$ cat src/rtl/execute_cc_stage_if.sv
// Execute-stage bundle: E-stage inputs and CC/stall controls in, CC, Cnd and E->M register out.
// The testbench drives through master; execute_cc_stage consumes through slave.
interface execute_cc_stage_if #(
    parameter int unsigned BIT_WISE = 64
);
    logic                e_valid;
    logic [3:0]          e_icode;
    logic [3:0]          e_ifun;
    logic [BIT_WISE-1:0] e_valE;
    logic [BIT_WISE-1:0] e_valA;
    logic [3:0]          e_dstE;
    logic [3:0]          e_dstM;
    logic [3:0]          alu_cc;
    logic                set_cc;
    logic                cc_block;
    logic                m_stall;
    logic                m_bubble;

    logic [3:0]          cc_q;
    logic                e_Cnd;
    logic                M_valid;
    logic [3:0]          M_icode;
    logic                M_Cnd;
    logic [BIT_WISE-1:0] M_valE;
    logic [BIT_WISE-1:0] M_valA;
    logic [3:0]          M_dstE;
    logic [3:0]          M_dstM;

    modport master (
        output e_valid, e_icode, e_ifun, e_valE, e_valA, e_dstE, e_dstM,
        output alu_cc, set_cc, cc_block, m_stall, m_bubble,
        input  cc_q, e_Cnd, M_valid, M_icode, M_Cnd, M_valE, M_valA, M_dstE, M_dstM
    );

    modport slave (
        input  e_valid, e_icode, e_ifun, e_valE, e_valA, e_dstE, e_dstM,
        input  alu_cc, set_cc, cc_block, m_stall, m_bubble,
        output cc_q, e_Cnd, M_valid, M_icode, M_Cnd, M_valE, M_valA, M_dstE, M_dstM
    );
endinterface

$ cat src/rtl/execute_cc_stage.sv
// Execute-stage back end: condition-code register, jXX/cmovXX condition evaluation,
// cmov destination squash and the E->M pipeline register with stall/bubble control.
module execute_cc_stage #(
    parameter int unsigned BIT_WISE = 64,
    parameter logic [3:0]  RNONE    = 4'hF,
    parameter logic [3:0]  I_NOP    = 4'h1,
    parameter logic [3:0]  I_RRMOVQ = 4'h2,
    parameter logic [3:0]  CC_RESET = 4'b0001
) (
    input logic               clk,
    input logic               rst,
    execute_cc_stage_if.slave bus
);

    logic [3:0]          cc_reg_q, cc_reg_d;
    logic                cnd;
    logic                lt;
    logic [3:0]          dst_e_eff;

    logic                m_valid_q, m_valid_d;
    logic [3:0]          m_icode_q, m_icode_d;
    logic                m_cnd_q, m_cnd_d;
    logic [BIT_WISE-1:0] m_val_e_q, m_val_e_d;
    logic [BIT_WISE-1:0] m_val_a_q, m_val_a_d;
    logic [3:0]          m_dst_e_q, m_dst_e_d;
    logic [3:0]          m_dst_m_q, m_dst_m_d;

    // Cnd comes from the registered CC only, so an OPq in the previous cycle is already visible.
    always_comb begin
        lt  = cc_reg_q[1] ^ cc_reg_q[2];
        cnd = 1'b0;
        case (bus.e_ifun)
            4'd0:    cnd = 1'b1;
            4'd1:    cnd = lt | cc_reg_q[0];
            4'd2:    cnd = lt;
            4'd3:    cnd = cc_reg_q[0];
            4'd4:    cnd = ~cc_reg_q[0];
            4'd5:    cnd = ~lt;
            4'd6:    cnd = ~lt & ~cc_reg_q[0];
            4'd7:    cnd = cc_reg_q[3];
            default: cnd = 1'b0;
        endcase
    end

    always_comb begin
        dst_e_eff = bus.e_dstE;
        if (bus.e_icode == I_RRMOVQ && !cnd) begin
            dst_e_eff = RNONE;
        end
    end

    always_comb begin
        cc_reg_d = cc_reg_q;
        if (bus.set_cc && bus.e_valid && !bus.cc_block && !bus.m_stall) begin
            cc_reg_d = bus.alu_cc;
        end
    end

    always_comb begin
        m_valid_d = m_valid_q;
        m_icode_d = m_icode_q;
        m_cnd_d   = m_cnd_q;
        m_val_e_d = m_val_e_q;
        m_val_a_d = m_val_a_q;
        m_dst_e_d = m_dst_e_q;
        m_dst_m_d = m_dst_m_q;
        if (bus.m_stall) begin
            // hold
        end else if (bus.m_bubble) begin
            m_valid_d = 1'b0;
            m_icode_d = I_NOP;
            m_cnd_d   = 1'b0;
            m_val_e_d = '0;
            m_val_a_d = '0;
            m_dst_e_d = RNONE;
            m_dst_m_d = RNONE;
        end else begin
            m_valid_d = bus.e_valid;
            m_icode_d = bus.e_icode;
            m_cnd_d   = cnd;
            m_val_e_d = bus.e_valE;
            m_val_a_d = bus.e_valA;
            m_dst_e_d = dst_e_eff;
            m_dst_m_d = bus.e_dstM;
        end
    end

    always_ff @(posedge clk) begin
        if (rst) begin
            cc_reg_q  <= CC_RESET;
            m_valid_q <= 1'b0;
            m_icode_q <= I_NOP;
            m_cnd_q   <= 1'b0;
            m_val_e_q <= '0;
            m_val_a_q <= '0;
            m_dst_e_q <= RNONE;
            m_dst_m_q <= RNONE;
        end else begin
            cc_reg_q  <= cc_reg_d;
            m_valid_q <= m_valid_d;
            m_icode_q <= m_icode_d;
            m_cnd_q   <= m_cnd_d;
            m_val_e_q <= m_val_e_d;
            m_val_a_q <= m_val_a_d;
            m_dst_e_q <= m_dst_e_d;
            m_dst_m_q <= m_dst_m_d;
        end
    end

    assign bus.cc_q    = cc_reg_q;
    assign bus.e_Cnd   = cnd;
    assign bus.M_valid = m_valid_q;
    assign bus.M_icode = m_icode_q;
    assign bus.M_Cnd   = m_cnd_q;
    assign bus.M_valE  = m_val_e_q;
    assign bus.M_valA  = m_val_a_q;
    assign bus.M_dstE  = m_dst_e_q;
    assign bus.M_dstM  = m_dst_m_q;

endmodule

$ cat src/flat_wrapper.sv
// flat-port wrapper written by rule: the top's interface ports become plain ports
module execute_cc_stage_flat 
#(
    parameter int unsigned BIT_WISE = 64,
    parameter logic [3:0]  RNONE    = 4'hF,
    parameter logic [3:0]  I_NOP    = 4'h1,
    parameter logic [3:0]  I_RRMOVQ = 4'h2,
    parameter logic [3:0]  CC_RESET = 4'b0001
)
  (clk, rst, bus_e_valid, bus_e_icode, bus_e_ifun, bus_e_valE, bus_e_valA, bus_e_dstE, bus_e_dstM, bus_alu_cc, bus_set_cc, bus_cc_block, bus_m_stall, bus_m_bubble, bus_cc_q, bus_e_Cnd, bus_M_valid, bus_M_icode, bus_M_Cnd, bus_M_valE, bus_M_valA, bus_M_dstE, bus_M_dstM);
  execute_cc_stage_if #(.BIT_WISE(BIT_WISE)) bus_i ();
  input logic clk;
  input logic rst;
  input wire logic [$bits(bus_i.e_valid)-1:0] bus_e_valid;
  input wire logic [$bits(bus_i.e_icode)-1:0] bus_e_icode;
  input wire logic [$bits(bus_i.e_ifun)-1:0] bus_e_ifun;
  input wire logic [$bits(bus_i.e_valE)-1:0] bus_e_valE;
  input wire logic [$bits(bus_i.e_valA)-1:0] bus_e_valA;
  input wire logic [$bits(bus_i.e_dstE)-1:0] bus_e_dstE;
  input wire logic [$bits(bus_i.e_dstM)-1:0] bus_e_dstM;
  input wire logic [$bits(bus_i.alu_cc)-1:0] bus_alu_cc;
  input wire logic [$bits(bus_i.set_cc)-1:0] bus_set_cc;
  input wire logic [$bits(bus_i.cc_block)-1:0] bus_cc_block;
  input wire logic [$bits(bus_i.m_stall)-1:0] bus_m_stall;
  input wire logic [$bits(bus_i.m_bubble)-1:0] bus_m_bubble;
  output wire logic [$bits(bus_i.cc_q)-1:0] bus_cc_q;
  output wire logic [$bits(bus_i.e_Cnd)-1:0] bus_e_Cnd;
  output wire logic [$bits(bus_i.M_valid)-1:0] bus_M_valid;
  output wire logic [$bits(bus_i.M_icode)-1:0] bus_M_icode;
  output wire logic [$bits(bus_i.M_Cnd)-1:0] bus_M_Cnd;
  output wire logic [$bits(bus_i.M_valE)-1:0] bus_M_valE;
  output wire logic [$bits(bus_i.M_valA)-1:0] bus_M_valA;
  output wire logic [$bits(bus_i.M_dstE)-1:0] bus_M_dstE;
  output wire logic [$bits(bus_i.M_dstM)-1:0] bus_M_dstM;
  assign bus_i.e_valid = bus_e_valid;
  assign bus_i.e_icode = bus_e_icode;
  assign bus_i.e_ifun = bus_e_ifun;
  assign bus_i.e_valE = bus_e_valE;
  assign bus_i.e_valA = bus_e_valA;
  assign bus_i.e_dstE = bus_e_dstE;
  assign bus_i.e_dstM = bus_e_dstM;
  assign bus_i.alu_cc = bus_alu_cc;
  assign bus_i.set_cc = bus_set_cc;
  assign bus_i.cc_block = bus_cc_block;
  assign bus_i.m_stall = bus_m_stall;
  assign bus_i.m_bubble = bus_m_bubble;
  assign bus_cc_q = bus_i.cc_q;
  assign bus_e_Cnd = bus_i.e_Cnd;
  assign bus_M_valid = bus_i.M_valid;
  assign bus_M_icode = bus_i.M_icode;
  assign bus_M_Cnd = bus_i.M_Cnd;
  assign bus_M_valE = bus_i.M_valE;
  assign bus_M_valA = bus_i.M_valA;
  assign bus_M_dstE = bus_i.M_dstE;
  assign bus_M_dstM = bus_i.M_dstM;
  execute_cc_stage #(.BIT_WISE(BIT_WISE), .RNONE(RNONE), .I_NOP(I_NOP), .I_RRMOVQ(I_RRMOVQ), .CC_RESET(CC_RESET)) u_core (.clk(clk), .rst(rst), .bus(bus_i));
endmodule
$ cat config.mk
export PLATFORM = sky130hd
export DESIGN_NAME = execute_cc_stage_flat
export DESIGN_NICKNAME = d
export VERILOG_FILES = /design/src/rtl/execute_cc_stage_if.sv /design/src/rtl/execute_cc_stage.sv /design/src/flat_wrapper.sv
export SDC_FILE = /design/constraint.sdc
export NUM_CORES = 1
export LEC_CHECK = 0
export ABC_AREA = 1
export CAP_MARGIN = 20
export CORE_MARGIN = 2
export CORE_UTILIZATION = 34
export DETAILED_ROUTE_END_ITERATION = 8
export PLACE_DENSITY = 0.76
export SLEW_MARGIN = 0
export SYNTH_ARGS = -nofsm -noshare
export SYNTH_HDL_FRONTEND = slang
export SYNTH_SLANG_ARGS = --single-unit
export TNS_END_PERCENT = 100
$ cat constraint.sdc
create_clock -name clk -period 0.99 [get_ports clk]
set_input_delay 0.099 -clock clk [delete_from_list [all_inputs] [get_ports clk]]
set_output_delay 0.099 -clock clk [all_outputs]
set_load 0.005 [all_outputs]
==> impl_metrics.yaml <==
finish:
  finalInstanceArea_sq_um: 9130
  drive_above_1_share_pct: 40.6
  utilization_pct: 60.7
  layout_common_cells: "nand2_1 (286), clkdlybuf4s50_1 (150), dfxtp_2 (144), a21oi_1 (138), buf_2 (129)"
  final_nets: 1158
  layout_commonest_cell: "nand2_1"
  syn_to_final_growth_pct: 76.7
clocking:
  cts_buffers: 17
  clock_latency_ns: 0.41
  clockRootBuffer: "clkbuf_16"
  clock_path_buffers: 2
  path_clk_slew_ns: 0.06
  cts-htree-levels: 4
  cts_tree: "done"
  numClockSinks: 146
grt:
  gr-total-overflow: 0
  grt_pass1_wl_mm: 26.0
  use_met1_pct: 22.6
  antenna_found_initial: 2
  grt_util_met2_pct: 33.9
  grt_use_total_pct: 20.0
  grt_max_degree: 72
  busiest_layer: "met2"
  grt_pass1_vias: 5426
  use_met3_pct: 7.08
routing:
  routedWlPerCell_microns: 14.6
  drc_errors: 0
  via_count: 5589
  wirelength_mm: 17.6
  viasPerCell: 4.63
  final_antenna_net_count: 0
  drt_iter0_markers: 265
  dr.pass1.iters: 6
sta:
  tns_ns: -2.67
  max_slew.worst_pin.slew_ns: 0.869
  fmax_mhz: 688
  worst_slack_ns: -0.463
  rsz0062_at_grt: "true"
  setup_viol: 8
  relSlewSlack_pct: 41.5
  maxSlewViolCount: 0
  period_share_pct: 147
  fin_crit_ns: 1.45
  report.final.hold_viol_count: 0
  skew_ns: 0.00274
run:
  drv_cap: 0
floorplan:
  io_pins: 302
  row_count: 45
  die_w_microns: 127
  core-area_sq_um: 15000
  die-area_sq_um: 16200
  start_util_pct: 34.3
  die_h_microns: 127
pwr:
  ir_drop_v: 0.000986
  leakage_nw: 3.92
  power_density_nw_per_um2: 1640
setup_path:
  criticalPathCategory: "reg -> out"
  startpoint_type: "register"
  required_ns: 0.89
  ff2ff_setup_slack_ns: -0.42
  ff2ff_path_depth: 12
  arrival_ns: 1.35
  crit_fanout: 3
  end_kind: "output port"
placement:
  place.gp.congestion: 0.812
  hpwl_mm: 11.6
  port_buffers: 301
  dpl-instance-area_sq_um: 8560
  place_ws_ns: -0.772
synth:
  syn_nets: 818
  synth_area_leader_cell: "dfxtp_1"
  synth.distinct_cells: 19
  yosys_warnings: 0
  yosysTopAreaCellShare_pct: 56.6
  syn_area_per_cell_sq_um: 7.79
  ys_seq_area_share_pct: 56.6
  synth-seq-cells: 146
  synthTopCellsByArea: "dfxtp_1 (57%), nand2_1 (22%), a21oi_1 (14%)"
  syn_area_sq_um: 5160
  synth_cells: 663
hold_path:
  hold_depth: 3
  min_path_type: "in -> reg"
outcome:
  status: "finished, violations left"
  violations: "setup timing"
==> state kept, by name, summed over array words and instances, names as in the netlist <==
signal              cells
u_core.bus.M_valid      1
u_core.bus.M_dstE       4
u_core.bus.M_valA      64
u_core.bus.M_icode      4
u_core.bus.M_dstM       4
u_core.bus.M_valE      64
u_core.bus.M_Cnd        1
u_core.bus.cc_q         4
==> cells by family (layout without fill, tap and decap cells) <==
logic type      count (synthesis)  count (layout)  synth area share (%)
compound gates                150             150                  14.7
buf+inv                        57             410                  5.74
flops                         146             146                  56.6
other cells                     0               2                     0
simple gates                  310             310                  22.9
==> worst max-delay path, stage by stage (launching register included) <==
cell	delay (ns)
dfxtp_2	0.35
inv_2	0.05
nand2_2	0.06
nand2_2	0.07
nand2_2	0.06
nand2_2	0.05
nand2_2	0.07
nand3_2	0.08
inv_1	0.05
buf_2	0.10
==> per-layer routing <==
metal	up-vias	wire [microns]
li1	2803	-
met1	2526	7120
met2	222	8380
met3	38	1520
met4	0	555
met5	-	0
==> worst paths after layout <==
| check | start | end |
|---|---|---|
| max | u_core.bus.cc_q[1] | bus_e_Cnd |
| max reg2reg | u_core.bus.cc_q[1] | u_core.bus.M_Cnd |
| min | rst | u_core.bus.M_valA[3] |
| min reg2reg | u_core.bus.M_dstE[3] | u_core.bus.M_dstE[3] |
==> report_power, final <==
group,leakage [nW],internal [mW],switching (mW)
Combinational,2.37,1.12,0.771
Sequential,1.25,6.15,0.116
Clock,0.299,4.29,2.53
Total,3.92,11.6,3.42
==> synthesized netlist by cell type <==
cell type	number
nand2_1	298
buf_1	3
buf_6	7
clkbuf_1	13
o22ai_1	5
inv_1	11
nor2_4	1
dfxtp_1	146
nor2_1	6
a21oi_1	140
o21ai_0	4
buf_4	1
nor4_1	1
nand4_1	1
nand3_1	2
nor3_2	1
buf_2	21
o211ai_1	1
clkinv_1	1
==> cell type report <==
| type | count | area, sq um |
|---|---|---|
| fill | 1344 | 5910 |
| sequential | 146 | 3100 |
| timing repair buffer | 366 | 3090 |
| multi-input combinational | 460 | 2020 |
| clock buffer | 19 | 443 |
| tap | 188 | 235 |
| clock inverter | 13 | 184 |
| inverter | 12 | 48.8 |
| antenna | 2 | 5.00 |
==> timing repair <==
item,CTS,global route
hold buffers,0,0
pin swaps,5,9
setup buffers,20,9
resized for setup,729,45
endpoints found under the setup margin,152,54
cloned,0,3
==> per-stage QoR <==
step	std cells	hold WS (ns)	power (mW)
detailed placement	1143	0.452	8.26
global route	1206	0.0653	15.5
finish	1206	0.0671	15.0
global placement	1143	0.449	8.24
floorplan	663	0.229	6.92
CTS	1193	0.0523	15.0
(Power assumes the default switching activity.)
